`config.mk`:
```
export PLATFORM = sky130hd
export DESIGN_NAME = apb_reg_slave_flat
export DESIGN_NICKNAME = d
export VERILOG_FILES = /design/src/rtl/apb_reg_slave_pkg.sv /design/src/rtl/apb_reg_slave_if.sv /design/src/rtl/apb_reg_decoder.sv /design/src/rtl/apb_reg_slave.sv /design/src/flat_wrapper.sv
export SDC_FILE = /design/constraint.sdc
export NUM_CORES = 1
export LEC_CHECK = 0
export ABC_CLOCK_PERIOD_IN_PS = 4600
export BUFFER_PORTS_ARGS = -buffer_cell sky130_fd_sc_hd__buf_2
export CAP_MARGIN = 10
export CORE_MARGIN = 2
export CORE_UTILIZATION = 50
export DETAILED_ROUTE_END_ITERATION = 8
export PLACE_DENSITY = 0.86
export SLEW_MARGIN = 20
export SYNTH_ARGS = -nofsm -noshare
export SYNTH_HDL_FRONTEND = slang
export SYNTH_HIERARCHICAL = 1
export SYNTH_SLANG_ARGS = --single-unit
```
`constraint.sdc`:
```
create_clock -name clk -period 4.6 [get_ports clk]
set_clock_uncertainty 0.15 [all_clocks]
set_input_delay 0.92 -clock clk [delete_from_list [all_inputs] [get_ports clk]]
set_output_delay 0.92 -clock clk [all_outputs]
set_load 0.01 [all_outputs]
```
`src/rtl/apb_reg_slave_pkg.sv`:
```
// Shared types and helpers for the APB register slave.
// Imported by the decoder and the top-level completer.
package apb_reg_slave_pkg;

    typedef enum logic [1:0] {
        IDLE,
        WAIT,
        RESP
    } state_t;

    localparam int BYTE_OFFS_BITS = 2;

    function automatic int max_idx(input int n_rw, input int n_ro);
        return n_rw + n_ro - 1;
    endfunction

endpackage

```
`src/rtl/apb_reg_slave_if.sv`:
```
// APB bus bundle between the environment driver and the register slave.
// Carries setup/access phase signals and the completer response.
interface apb_reg_slave_if #(
    parameter int AW = 32,
    parameter int DW = 32
);

    logic [AW-1:0] paddr;
    logic          psel;
    logic          penable;
    logic          pwrite;
    logic [DW-1:0] pwdata;
    logic [DW-1:0] prdata;
    logic          pready;
    logic          pslverr;

    modport master (
        output paddr, psel, penable, pwrite, pwdata,
        input  prdata, pready, pslverr
    );

    modport slave (
        input  paddr, psel, penable, pwrite, pwdata,
        output prdata, pready, pslverr
    );

endinterface

```
`src/rtl/apb_reg_decoder.sv`:
```
// Combinational address decode for the register slave.
// Classifies a request as RW, RO or illegal and yields the bank-local index.
module apb_reg_decoder
    import apb_reg_slave_pkg::*;
#(
    parameter int APB_AW = 32,
    parameter int N_RW   = 4,
    parameter int N_RO   = 4,
    parameter int IDXW   = 3
) (
    input  logic [APB_AW-1:0] addr,
    input  logic              write,
    output logic              is_rw,
    output logic              is_ro,
    output logic [IDXW-1:0]   idx,
    output logic              err
);

    localparam int WW = APB_AW - BYTE_OFFS_BITS;
    localparam logic [WW-1:0] RW_END = WW'(N_RW);
    localparam logic [WW-1:0] LAST   = WW'(max_idx(N_RW, N_RO));

    logic [WW-1:0] word;
    logic          aligned;

    assign word    = addr[APB_AW-1:BYTE_OFFS_BITS];
    assign aligned = (addr[BYTE_OFFS_BITS-1:0] == '0);

    assign is_rw = aligned && (word < RW_END);
    assign is_ro = aligned && (word >= RW_END) && (word <= LAST);

    // RO index is relative to the start of the RO bank
    assign idx = is_ro ? IDXW'(word - RW_END) : IDXW'(word);
    assign err = !(is_rw || is_ro) || (is_ro && write);

endmodule

```
`src/rtl/apb_reg_slave.sv`:
```
// APB completer with RW config bank, RO status bank and fixed wait states.
// Responses are fully registered so bus outputs stay stable through RESP.
module apb_reg_slave
    import apb_reg_slave_pkg::*;
#(
    parameter int                APB_AW      = 32,
    parameter int                APB_DW      = 32,
    parameter int                N_RW        = 4,
    parameter int                N_RO        = 4,
    parameter int                WAIT_CYCLES = 0,
    parameter logic [APB_DW-1:0] RW_RST      = '0
) (
    input  logic                   clk,
    input  logic                   rst_n,
    apb_reg_slave_if.slave         apb,
    input  logic [N_RO*APB_DW-1:0] ro_data,
    output logic [N_RW*APB_DW-1:0] reg_q,
    output logic [N_RW-1:0]        wr_stb
);

    localparam int NREG = N_RW + N_RO;
    localparam int IDXW = (NREG > 1) ? $clog2(NREG) : 1;

    typedef logic [APB_DW-1:0] word_t;

    state_t                      state_q, state_d;
    logic [3:0]                  cnt_q, cnt_d;
    logic [APB_AW-1:0]           addr_q, addr_d;
    logic                        wr_q, wr_d;
    word_t                       wdata_q, wdata_d;
    logic [IDXW-1:0]             idx_q, idx_d;
    word_t                       prdata_q, prdata_d;
    logic                        pslverr_q, pslverr_d;
    logic                        pready_q, pready_d;
    logic [N_RW-1:0][APB_DW-1:0] regs_q, regs_d;
    logic [N_RW-1:0]             wr_stb_q, wr_stb_d;

    logic [N_RO-1:0][APB_DW-1:0] ro_w;
    logic [APB_AW-1:0]           req_addr;
    logic                        req_wr;
    logic                        dec_rw, dec_ro, dec_err;
    logic [IDXW-1:0]             dec_idx;
    word_t                       rd_word;
    logic                        enter_resp;

    assign ro_w = ro_data;

    // With no wait states the response is formed on the setup edge itself
    assign req_addr = (state_q == IDLE) ? apb.paddr : addr_q;
    assign req_wr   = (state_q == IDLE) ? apb.pwrite : wr_q;

    apb_reg_decoder #(
        .APB_AW(APB_AW),
        .N_RW  (N_RW),
        .N_RO  (N_RO),
        .IDXW  (IDXW)
    ) u_dec (
        .addr (req_addr),
        .write(req_wr),
        .is_rw(dec_rw),
        .is_ro(dec_ro),
        .idx  (dec_idx),
        .err  (dec_err)
    );

    always_comb begin
        rd_word = '0;
        for (int i = 0; i < N_RW; i++) begin
            if (dec_rw && dec_idx == IDXW'(i)) rd_word = regs_q[i];
        end
        for (int i = 0; i < N_RO; i++) begin
            if (dec_ro && dec_idx == IDXW'(i)) rd_word = ro_w[i];
        end
    end

    always_comb begin
        state_d    = state_q;
        cnt_d      = cnt_q;
        addr_d     = addr_q;
        wr_d       = wr_q;
        wdata_d    = wdata_q;
        idx_d      = idx_q;
        prdata_d   = prdata_q;
        pslverr_d  = pslverr_q;
        pready_d   = pready_q;
        regs_d     = regs_q;
        wr_stb_d   = '0;
        enter_resp = 1'b0;

        unique case (state_q)
            IDLE: begin
                if (apb.psel && !apb.penable) begin
                    addr_d  = apb.paddr;
                    wr_d    = apb.pwrite;
                    wdata_d = apb.pwdata;
                    if (WAIT_CYCLES == 0) begin
                        enter_resp = 1'b1;
                    end else begin
                        state_d = WAIT;
                        cnt_d   = 4'(WAIT_CYCLES - 1);
                    end
                end
            end
            WAIT: begin
                if (!apb.psel) begin
                    state_d = IDLE;
                end else if (cnt_q == 4'd0) begin
                    enter_resp = 1'b1;
                end else begin
                    cnt_d = cnt_q - 4'd1;
                end
            end
            RESP: begin
                if (!apb.psel || apb.penable) begin
                    if (apb.psel && wr_q && !pslverr_q) begin
                        for (int i = 0; i < N_RW; i++) begin
                            if (idx_q == IDXW'(i)) begin
                                regs_d[i]   = wdata_q;
                                wr_stb_d[i] = 1'b1;
                            end
                        end
                    end
                    state_d   = IDLE;
                    pready_d  = 1'b0;
                    prdata_d  = '0;
                    pslverr_d = 1'b0;
                end
            end
            default: state_d = IDLE;
        endcase

        if (enter_resp) begin
            state_d   = RESP;
            pready_d  = 1'b1;
            idx_d     = dec_idx;
            pslverr_d = dec_err;
            prdata_d  = (dec_err || req_wr) ? '0 : rd_word;
        end
    end

    always_ff @(posedge clk or negedge rst_n) begin
        if (!rst_n) begin
            state_q   <= IDLE;
            cnt_q     <= '0;
            addr_q    <= '0;
            wr_q      <= 1'b0;
            wdata_q   <= '0;
            idx_q     <= '0;
            prdata_q  <= '0;
            pslverr_q <= 1'b0;
            pready_q  <= 1'b0;
            regs_q    <= {N_RW{RW_RST}};
            wr_stb_q  <= '0;
        end else begin
            state_q   <= state_d;
            cnt_q     <= cnt_d;
            addr_q    <= addr_d;
            wr_q      <= wr_d;
            wdata_q   <= wdata_d;
            idx_q     <= idx_d;
            prdata_q  <= prdata_d;
            pslverr_q <= pslverr_d;
            pready_q  <= pready_d;
            regs_q    <= regs_d;
            wr_stb_q  <= wr_stb_d;
        end
    end

    assign apb.prdata  = prdata_q;
    assign apb.pready  = pready_q;
    assign apb.pslverr = pslverr_q;
    assign reg_q       = regs_q;
    assign wr_stb      = wr_stb_q;

endmodule

```
`src/flat_wrapper.sv`:
```
// flat-port wrapper written by rule: the top's interface ports become plain ports
module apb_reg_slave_flat import apb_reg_slave_pkg::*;
#(
    parameter int                APB_AW      = 32,
    parameter int                APB_DW      = 32,
    parameter int                N_RW        = 4,
    parameter int                N_RO        = 4,
    parameter int                WAIT_CYCLES = 0,
    parameter logic [APB_DW-1:0] RW_RST      = '0
)
  (clk, rst_n, ro_data, reg_q, wr_stb, apb_paddr, apb_psel, apb_penable, apb_pwrite, apb_pwdata, apb_prdata, apb_pready, apb_pslverr);
  apb_reg_slave_if #(.AW(32), .DW(32)) apb_i ();
  input  logic clk;
  input  logic rst_n;
  input  logic [N_RO*APB_DW-1:0] ro_data;
  output logic [N_RW*APB_DW-1:0] reg_q;
  output logic [N_RW-1:0] wr_stb;
  input wire logic [$bits(apb_i.paddr)-1:0] apb_paddr;
  input wire logic [$bits(apb_i.psel)-1:0] apb_psel;
  input wire logic [$bits(apb_i.penable)-1:0] apb_penable;
  input wire logic [$bits(apb_i.pwrite)-1:0] apb_pwrite;
  input wire logic [$bits(apb_i.pwdata)-1:0] apb_pwdata;
  output wire logic [$bits(apb_i.prdata)-1:0] apb_prdata;
  output wire logic [$bits(apb_i.pready)-1:0] apb_pready;
  output wire logic [$bits(apb_i.pslverr)-1:0] apb_pslverr;
  assign apb_i.paddr = apb_paddr;
  assign apb_i.psel = apb_psel;
  assign apb_i.penable = apb_penable;
  assign apb_i.pwrite = apb_pwrite;
  assign apb_i.pwdata = apb_pwdata;
  assign apb_prdata = apb_i.prdata;
  assign apb_pready = apb_i.pready;
  assign apb_pslverr = apb_i.pslverr;
  apb_reg_slave #(.APB_AW(APB_AW), .APB_DW(APB_DW), .N_RW(N_RW), .N_RO(N_RO), .WAIT_CYCLES(WAIT_CYCLES), .RW_RST(RW_RST)) u_core (.clk(clk), .rst_n(rst_n), .apb(apb_i), .ro_data(ro_data), .reg_q(reg_q), .wr_stb(wr_stb));
endmodule
```
======== After elaboration in Yosys (flattened, before gate mapping) ========
Cells that the tools add are included.
word-level totals
  flip-flop bits (word level) ............. 240
  bits in latches ......................... 0
  memory bits (writable) .................. 0
  memory bits (read-only) ................. 0
  memories ................................ 0
cells by class
  $add $sub $neg .......................... 2
  multiply operators ...................... 0
  divide/modulo/power cells ............... 0
  magnitude comparators ................... 3
  eq/ne operators ......................... 11
  shift-type cells ........................ 0
  muxes and demuxes ....................... 34
  bitwise operators ....................... 1
  reductions and logical operators ........ 38
operator list
  cell                                                                 number
  2-to-1 mux 32 bit                                                    13
  greater-or-equal comparator 30 x 3 -> 1 bit (second input constant)  1
  less-or-equal comparator 30 x 3 -> 1 bit (second input constant)     1
  less-than comparator 30 x 3 -> 1 bit (second input constant)         1
  AND reduction 4 bit                                                  4
  logical AND 1 bit                                                    15
  == test 3 x 2 -> 1 bit (second input constant)                       4
  2-to-1 mux 1 bit                                                     12
  2-to-1 mux 4 bit                                                     3
  == test 3 x 1 -> 1 bit (second input constant)                       2
  logical NOT 3 bit                                                    2
  2-to-1 mux 2 bit                                                     3
  case mux 2 bit (3 select lines)                                      1
  AND reduction 3 bit                                                  2
  logical NOT 1 bit                                                    4
  logical NOT 2 bit                                                    2
  logical NOT 4 bit                                                    1
  logical OR 1 bit                                                     4
  AND reduction 2 bit                                                  2
  nonzero test 2 bit                                                   2
  subtractor 4 x 1 -> 4 bit (second input constant)                    1
  2-to-1 mux 3 bit                                                     1
  inequality test 3 x 1 -> 1 bit (second input constant)               1
  inequality test 3 x 2 -> 1 bit (second input constant)               1
  6 further kinds                                                      6

======== Logic depth before layout (Yosys ltp) ========
Gate-level depths: netlist (run 1).
  word-level depth ........................ 18
  mapped depth ............................ 12
  depth with buffers taken out ............ 8

======== Hierarchy ========
Netlist (run 1), hierarchy kept.
modules (own cells, without submodules)
  module           times used  cells each  area each (sq um)  seq. area each (sq um)
  apb_reg_slave    1           908         11690.0            5855.6
  apb_reg_decoder  1           17          103.8              0.0

======== Least setup slack after synthesis (run 1) ========
No wires, ideal clock.
  path type ............................... reg-to-reg
  from .................................... register, netlist name u_core/apb.pready
  to ...................................... register u_core.prdata_q[10], in the netlist u_core/apb.prdata[10]
  library setup time ...................... 0.095 ns
  arrival ................................. 3.116 ns
  slack ................................... 1.239 ns
  cell stages (with the launch flop) ...... 12
  clock period less this slack ............ 3.361 ns
  cell sequence ........................... dfrtp_1 -> buf_6 -> clkbuf_1 -> mux2_2 -> nor4_1 -> nand4_1 -> nor3_1 -> or3b_2 -> clkbuf_1 -> o22ai_1 -> a21oi_1 -> o31ai_1
RTL lines
  element               RTL line              text
  to (signal assigned)  apb_reg_slave.sv:161  prdata_q <= prdata_d;
  to (decl)             apb_reg_slave.sv:32   word_t prdata_q, prdata_d;

==> run summary, run 1 <==
Status = complete, no violations
RSZ-0062 raised after global routing = no
Syn Nets = 1124
Buffer levels on the longest clock path = 3
Setup CP Type = flop to flop
Worst skew pair latency = 510 ps
Largest net degree at the start of global routing = 113
Core Rows = 56
Core box area = 23300 µm²
Routed Antenna Nets = 0
First drt pass iteration count = 8
Final setup fails = 0
Synthesized instance count = 925
Worst vdd ir = 0.000485 V
Finished Cell Area = 14700 µm²
H-tree depth = 1
Gr usage total = 29.3%
Register area share after synthesis = 49.6%
Critical Path RT = 4860 ps
Initial Util = 50.5%
CP startpoint kind = flop
Share of the synthesized area in the top cell type = 49.6%
Clock sink count = 234
CTS root buffer = clkbuf_16
Syn_area_per_cell = 12.8 µm²
Post-synth EDFFs = 0
Cell taking the most area after synthesis = dfrtp_1
Crit-path max FO = 38
Pwr dens = 540 nW/µm²
Area grow syn2layout = 24.6%
Fin crit period = 4150 ps
Avg Vias per Cell = 5.93
Max-slew violation total from the final report = 0
Async set-reset flop share out of synthesis = 100%
Initial antenna violation count = 10
Synth unique cells = 44
Chip height = 158 µm
Die Area = 24800 µm²
Critical Path End Type = flop
Final Cycle Share = 90.2%
Arrival @ worst endpoint = 4410 ps
Synth top area cells = dfrtp_1 (50%), mux2_2 (26%), mux2i_1 (4.6%)
Final Hold Viols = 0
Vias in the first global route = 9535
Final HPWL DP = 26400 µm
HP Class = input port to async pin
Via Count = 9501
Met1 Routed Length = 15000 µm
Highest metal used = met5
Gr ovfl total = 0
Max Cap Viol = 0
P_leak = 7.29 nW
Register clock-pin slew on the reported worst setup and hold paths = 60 ps
# DRC = 0
WL met2 = 18300 µm
Number of synthesized register bits = 234
1st-iter DRT viols = 719
Final weighted congestion of routability-driven global placement = 0.866
Setup Buffers After CTS = 0
Top_reg_cell synth = dfrtp_1
Final net count = 1456
Max-slew headroom = 26.2%
Placed inst area = 13900 µm²
IO Pins = 363
IO buf count = 362
Most frequent cells after synthesis = mux2_2 (272), dfrtp_1 (234), mux2i_1 (54)
Drt wl/cell = 23.7 µm
Final setup TNS = 0 ps
Most common cell in the netlist = mux2_2
Synthesized area = 11800 µm²
Layout cells sized above 1 = 58.4%
Fmax = 0.241 GHz
# hold bufs at CTS = 0
Chip width = 158 µm
Met3 wire length = 3530 µm
Tightest Pin Transition = 1110 ps
Cts bufs inserted = 25
Post-CTS sizing = 0
First-pass GRT wire length = 55200 µm
CTS tree = built
Total power draw = 7.94 mW
Yosys warning total = 6
Routed wire length = 38000 µm
## through the flow
stage,hold slack (ps),cells,worst slack (ps),utilization (%)
after floorplan,323,925,1240,-
after global placement,312,1549,392,59.5
after detailed placement,320,1549,231,59.5
after CTS,335,1594,526,62.9
after global routing,365,1599,316,63.0
final,328,1601,451,63.0
## flip-flops by register name, summed over array words and instances (netlist names)
register,flops
u_core/wr_q,1
u_core/wr_stb,4
u_core/apb.pslverr,1
u_core/wdata_q,32
u_core/idx_q,3
u_core/reg_q,128
u_core/apb.pready,1
u_core/addr_q,32
u_core/apb.prdata,32
## placed cells by master (no fill, tap or decap), drive strengths merged, types with 17 or more instances in the layout
cell,instances
buf,385
mux2i,54
dfrtp,234
clkbuf,30
or2,23
o31ai,22
a21oi,42
o22ai,30
a32oi,22
a221oi,23
nand2,18
mux2,273
o21ai,17
## metal layers
layer / GRT usage, % / vias up
li1: - / 4170
met1: 37.3 / 4724
met2: 48.2 / 488
met3: 7.97 / 111
met4: 10.5 / 8
met5: 0 / -
## cell type report
| class | instances | area (µm²) |
|---|---|---|
| flip-flops and latches | 234 | 5860 |
| multi-input cells | 607 | 5600 |
| repair buffers | 385 | 2020 |
| diodes | 7 | 17.5 |
| clock inverters | 15 | 110 |
| well taps | 319 | 399 |
| clock buffers | 30 | 674 |
| fillers | 1804 | 8640 |
| inverters | 4 | 15.0 |
## where the power goes
part	leakage, nW	switching [mW]	internal [mW]
clock network	0.398	0.835	1.10
registers	3.07	0.597	2.77
logic	3.82	1.30	1.34
## path summary, 6_finish.rpt
path / depth (start not counted) / to / startpoint / slack (ps)
max: 11 / u_core/apb.prdata[20] / u_core/apb.pready / 450
min: 1 / u_core/addr_q[7] / rst_n / 330
max reg2reg: 11 / u_core/apb.prdata[20] / u_core/apb.pready / 450
min reg2reg: 2 / u_core/apb.prdata[30] / u_core/apb.prdata[30] / 330
max in group asynchronous: 2 / u_core/reg_q[20] / rst_n / 2980
min in group clk: 2 / u_core/apb.prdata[30] / u_core/apb.prdata[30] / 330
## worst max-delay path, stage by stage, from the launching register on
cell      delay [ps]
dfrtp_1          370
buf_12           230
mux2_2           360
nor4_1           460
nand4_1          380
nor3_2           250
buf_4            260
nand3b_1         340
buf_4            400
o22ai_1          460
a21oi_1          110
o31ai_1          250
## cell families (layout without fill, tap and decap cells)
group	count (synthesis)	after routing	share of synthesized area, %
other	0	7	0
multiplexers	335	335	32.2
AO/OA/AOI/OAI	172	172	9.92
adder cells (fa/ha/maj)	2	2	0.212
AND/OR/NAND/NOR	98	98	4.71
flip-flops	234	234	49.6
buffers and inverters	84	434	3.30
No activity file was read; power rests on OpenSTA's default activity.
==> inputs of run 2 (changes only) <==
--- a/config.mk
+++ b/config.mk
@@ -5,12 +5,15 @@
 export SDC_FILE = /design/constraint.sdc
 export NUM_CORES = 1
 export LEC_CHECK = 0
+export ABC_AREA = 1
 export ABC_CLOCK_PERIOD_IN_PS = 4600
 export BUFFER_PORTS_ARGS = -buffer_cell sky130_fd_sc_hd__buf_2
 export CAP_MARGIN = 10
 export CORE_MARGIN = 2
 export CORE_UTILIZATION = 50
 export DETAILED_ROUTE_END_ITERATION = 8
+export GPL_ROUTABILITY_DRIVEN = 0
+export HOLD_SLACK_MARGIN = 0.02
 export PLACE_DENSITY = 0.86
 export SLEW_MARGIN = 20
 export SYNTH_ARGS = -nofsm -noshare
==> run summary, run 2 <==
Status = finished with violations
Failing checks = DRC
Buffer levels on the longest clock path = 3 (unchanged)
Number of synthesized register bits = 234 (unchanged)
Setup CP Type = flop to flop
Syn Nets = 1836 (+63%)
Final HPWL DP = 28000 µm (+5.9%)
Total power draw = 7.08 mW (-11%)
Critical Path RT = 4850 ps (about the same)
Final setup fails = 0 (unchanged)
Share of the synthesized area in the top cell type = 49.0% (-0.61 points)
Arrival @ worst endpoint = 4260 ps (-150 ps)
Post-placement cell count = 2236 (+44%)
Max reg flops = 128 (unchanged)
CTS root buffer = clkbuf_16
Routed wire length = 40000 µm (+5.2%)
Final net count = 2144 (+47%)
Filler cells = 2037 (+13%)
Area grow syn2layout = 24.8%
Fmax = 0.250 GHz (+3.5%)
Via Count = 12400 (+30%)
Layout cells sized above 1 = 24.1% (-34 points)
Async set-reset flop share out of synthesis = 100% (unchanged)
Final Cycle Share = 87.1% (-3.1 points)
Worst vdd ir = 0.000311 V (-36%)
CTS tree = built
Initial antenna violation count = 11 (+1)
Core box area = 23500 µm² (+0.60%)
Most frequent cells after synthesis = nand2_1 (579), o21ai_0 (240), dfrtp_1 (234)
H-tree depth = 1 (unchanged)
CP Cell Sequence = clkinv_1 -> buf_12 -> o21ai_0 -> nor2_1 -> nand2_1 -> nor2_1 -> nand2_1 -> nor2_2 -> a21oi_1 -> nor2_1 -> nand2_1 -> nor2_1 -> inv_2 -> o21ai_0 -> inv_1 -> nand2_1 -> nand2_1 -> nand2_1
Most frequent cells in the layout = nand2_1 (579), buf_2 (361), o21ai_0 (239)
Max Cap Viol = 0 (unchanged)
Pwr dens = 475 nW/µm² (-12%)
Drt wl/cell = 17.4 µm (-27%)
Chip width = 159 µm (+0.60%)
Setup Buffers After CTS = 0 (unchanged)
Placed inst area = 14000 µm² (+0.54%)
Worst skew pair latency = 520 ps (about the same)
Register clock-pin slew on the reported worst setup and hold paths = 60 ps (about the same)
Crit-path max FO = 64 (+68%)
Clock sink count = 234 (unchanged)
Gr ovfl total = 0 (unchanged)
Final Hold Viols = 0 (unchanged)
Most common cell in the netlist = nand2_1
Top_reg_cell synth = dfrtp_1
Worst path most repeated cell = nand2_1
Crit-path max cell delay = 730 ps (+270 ps)
Cells on worst reg2reg path = 18 (+7)
Max-slew headroom = 29.9% (+3.7 points)
Tightest Pin Transition = 1050 ps (-55.8 ps)
Gr usage total = 30.7% (+1.4 points)
# hold bufs at CTS = 0 (unchanged)
Avg Vias per Cell = 5.40 (-9.0%)
Fin Hold WS = 265 ps (-63.6 ps)
Synth top area cells = dfrtp_1 (49%), nand2_1 (18%), o21ai_0 (10%)
Fin crit period = 4010 ps (-141 ps)
Synthesized instance count = 1637 (+77%)
CP max stage cell = inv_2
Highest metal used = met4
WL met2 = 18100 µm (-1.0%)
Vias in the first global route = 11300 (+18%)
Top cell family by delay on the critical path = buffers and inverters
Die Area = 25100 µm² (+1.2%)
P_leak = 8.27 nW (+13%)
Routed Antenna Nets = 0 (unchanged)
WP buf/inv = 4 (+1)
Met1 Routed Length = 15800 µm (+5.3%)
HP Class = input port to async pin
RSZ-0062 raised after global routing = no
Worst path depth = 18 (+7)
Register area share after synthesis = 49.0% (-0.61 points)
First drt pass iteration count = 9 (+1)
Met3 wire length = 4210 µm (+19%)
# DRC = 1 (+1)
CP startpoint kind = flop
Initial Util = 50.9% (+0.32 points)
Most common cell after layout, fill and taps aside = nand2_1
Synth unique cells = 32 (-27%)
Largest net degree at the start of global routing = 104 (-8.0%)
IO buf count = 362 (unchanged)
Max-slew violation total from the final report = 0 (unchanged)
Yosys warning total = 6 (unchanged)
Cts bufs inserted = 26 (+4.0%)
IO Pins = 363 (unchanged)
Post-synth EDFFs = 0 (unchanged)
Syn_area_per_cell = 7.29 µm² (-43%)
Post-CTS sizing = 0 (unchanged)
Cell taking the most area after synthesis = dfrtp_1
1st-iter DRT viols = 1617 (+120%)
Synthesized area = 11900 µm² (+1.2%)
Critical Path End Type = flop
First-pass GRT wire length = 60300 µm (+9.2%)
Core Rows = 56 (unchanged)
Chip height = 159 µm (+0.60%)
Final setup TNS = 0 ps (unchanged)
Layout Cells excl Fill = 2295 (+43%)
Finished Cell Area = 14900 µm² (+1.4%)
## run 2: final cells by class
| class | count | area, µm² | share of cell area (%) |
|---|---|---|---|
| diodes | 11 | 27.5 | 0.185 |
| multi-input cells | 1107 | 4990 | 33.5 |
| clock inverters | 15 | 185 | 1.24 |
| inverters | 194 | 728 | 4.89 |
| flip-flops and latches | 234 | 5860 | 39.3 |
| well taps | 319 | 399 | 2.68 |
| repair buffers | 382 | 2000 | 13.4 |
| clock buffers | 33 | 718 | 4.82 |
## run 2: through the flow
step           utilization [%]  setup WS [ps]
3_5_place_dp              59.5            719
2_1_floorplan                -           1530
5_1_grt                   63.5            192
6_report                  63.5            592
3_3_place_gp              59.5            847
4_1_cts                   63.4            674
## run 2: power breakdown
group	leakage [nW]	total [mW]	internal [mW]	switching, mW
clock network	0.436	2.19	1.33	0.863
logic	4.70	1.93	0.625	1.31
registers	3.13	2.96	2.60	0.360
total	8.27	7.08	4.55	2.53
## run 2: metal layers
metal  track usage (%)  up-vias
met5                 0        -
met4              14.5        0
met3              6.18      133
met2              48.1      750
met1              41.1     5709
li1                  -     5805
## run 2: kinds of logic (layout without fill, tap and decap cells)
family          count (synthesis)  in the layout  synth area share, %
buf+inv                       296            624                 9.71
other cells                     0             11                    0
fa+ha+maj                       2              2                0.210
simple gates                  799            799                 28.0
flops                         234            234                 49.0
compound gates                306            306                 13.0
## run 2: final timing paths
path / endpoint / slack, ps / from
min: u_core/wdata_q[22] / 260 / rst_n
max: u_core/apb.prdata[26] / 590 / u_core/apb.pready
max in group asynchronous: u_core/apb.prdata[5] / 2990 / rst_n
max reg2reg: u_core/apb.prdata[26] / 590 / u_core/apb.pready
min reg2reg: u_core/apb.prdata[1] / 330 / u_core/apb.prdata[1]
min in group clk: u_core/apb.prdata[1] / 330 / u_core/apb.prdata[1]
## run 2: worst register-to-register path: stages, from the launching register on
cell	delay [ps]
dfrtp_1	400
clkinv_1	300
buf_12	290
o21ai_0	290
nor2_1	70
nand2_1	70
nor2_1	30
nand2_1	150
nor2_2	70
a21oi_1	390
nor2_1	150
nand2_1	150
nor2_1	110
inv_2	730
o21ai_0	230
inv_1	100
nand2_1	60
nand2_1	70
nand2_1	60
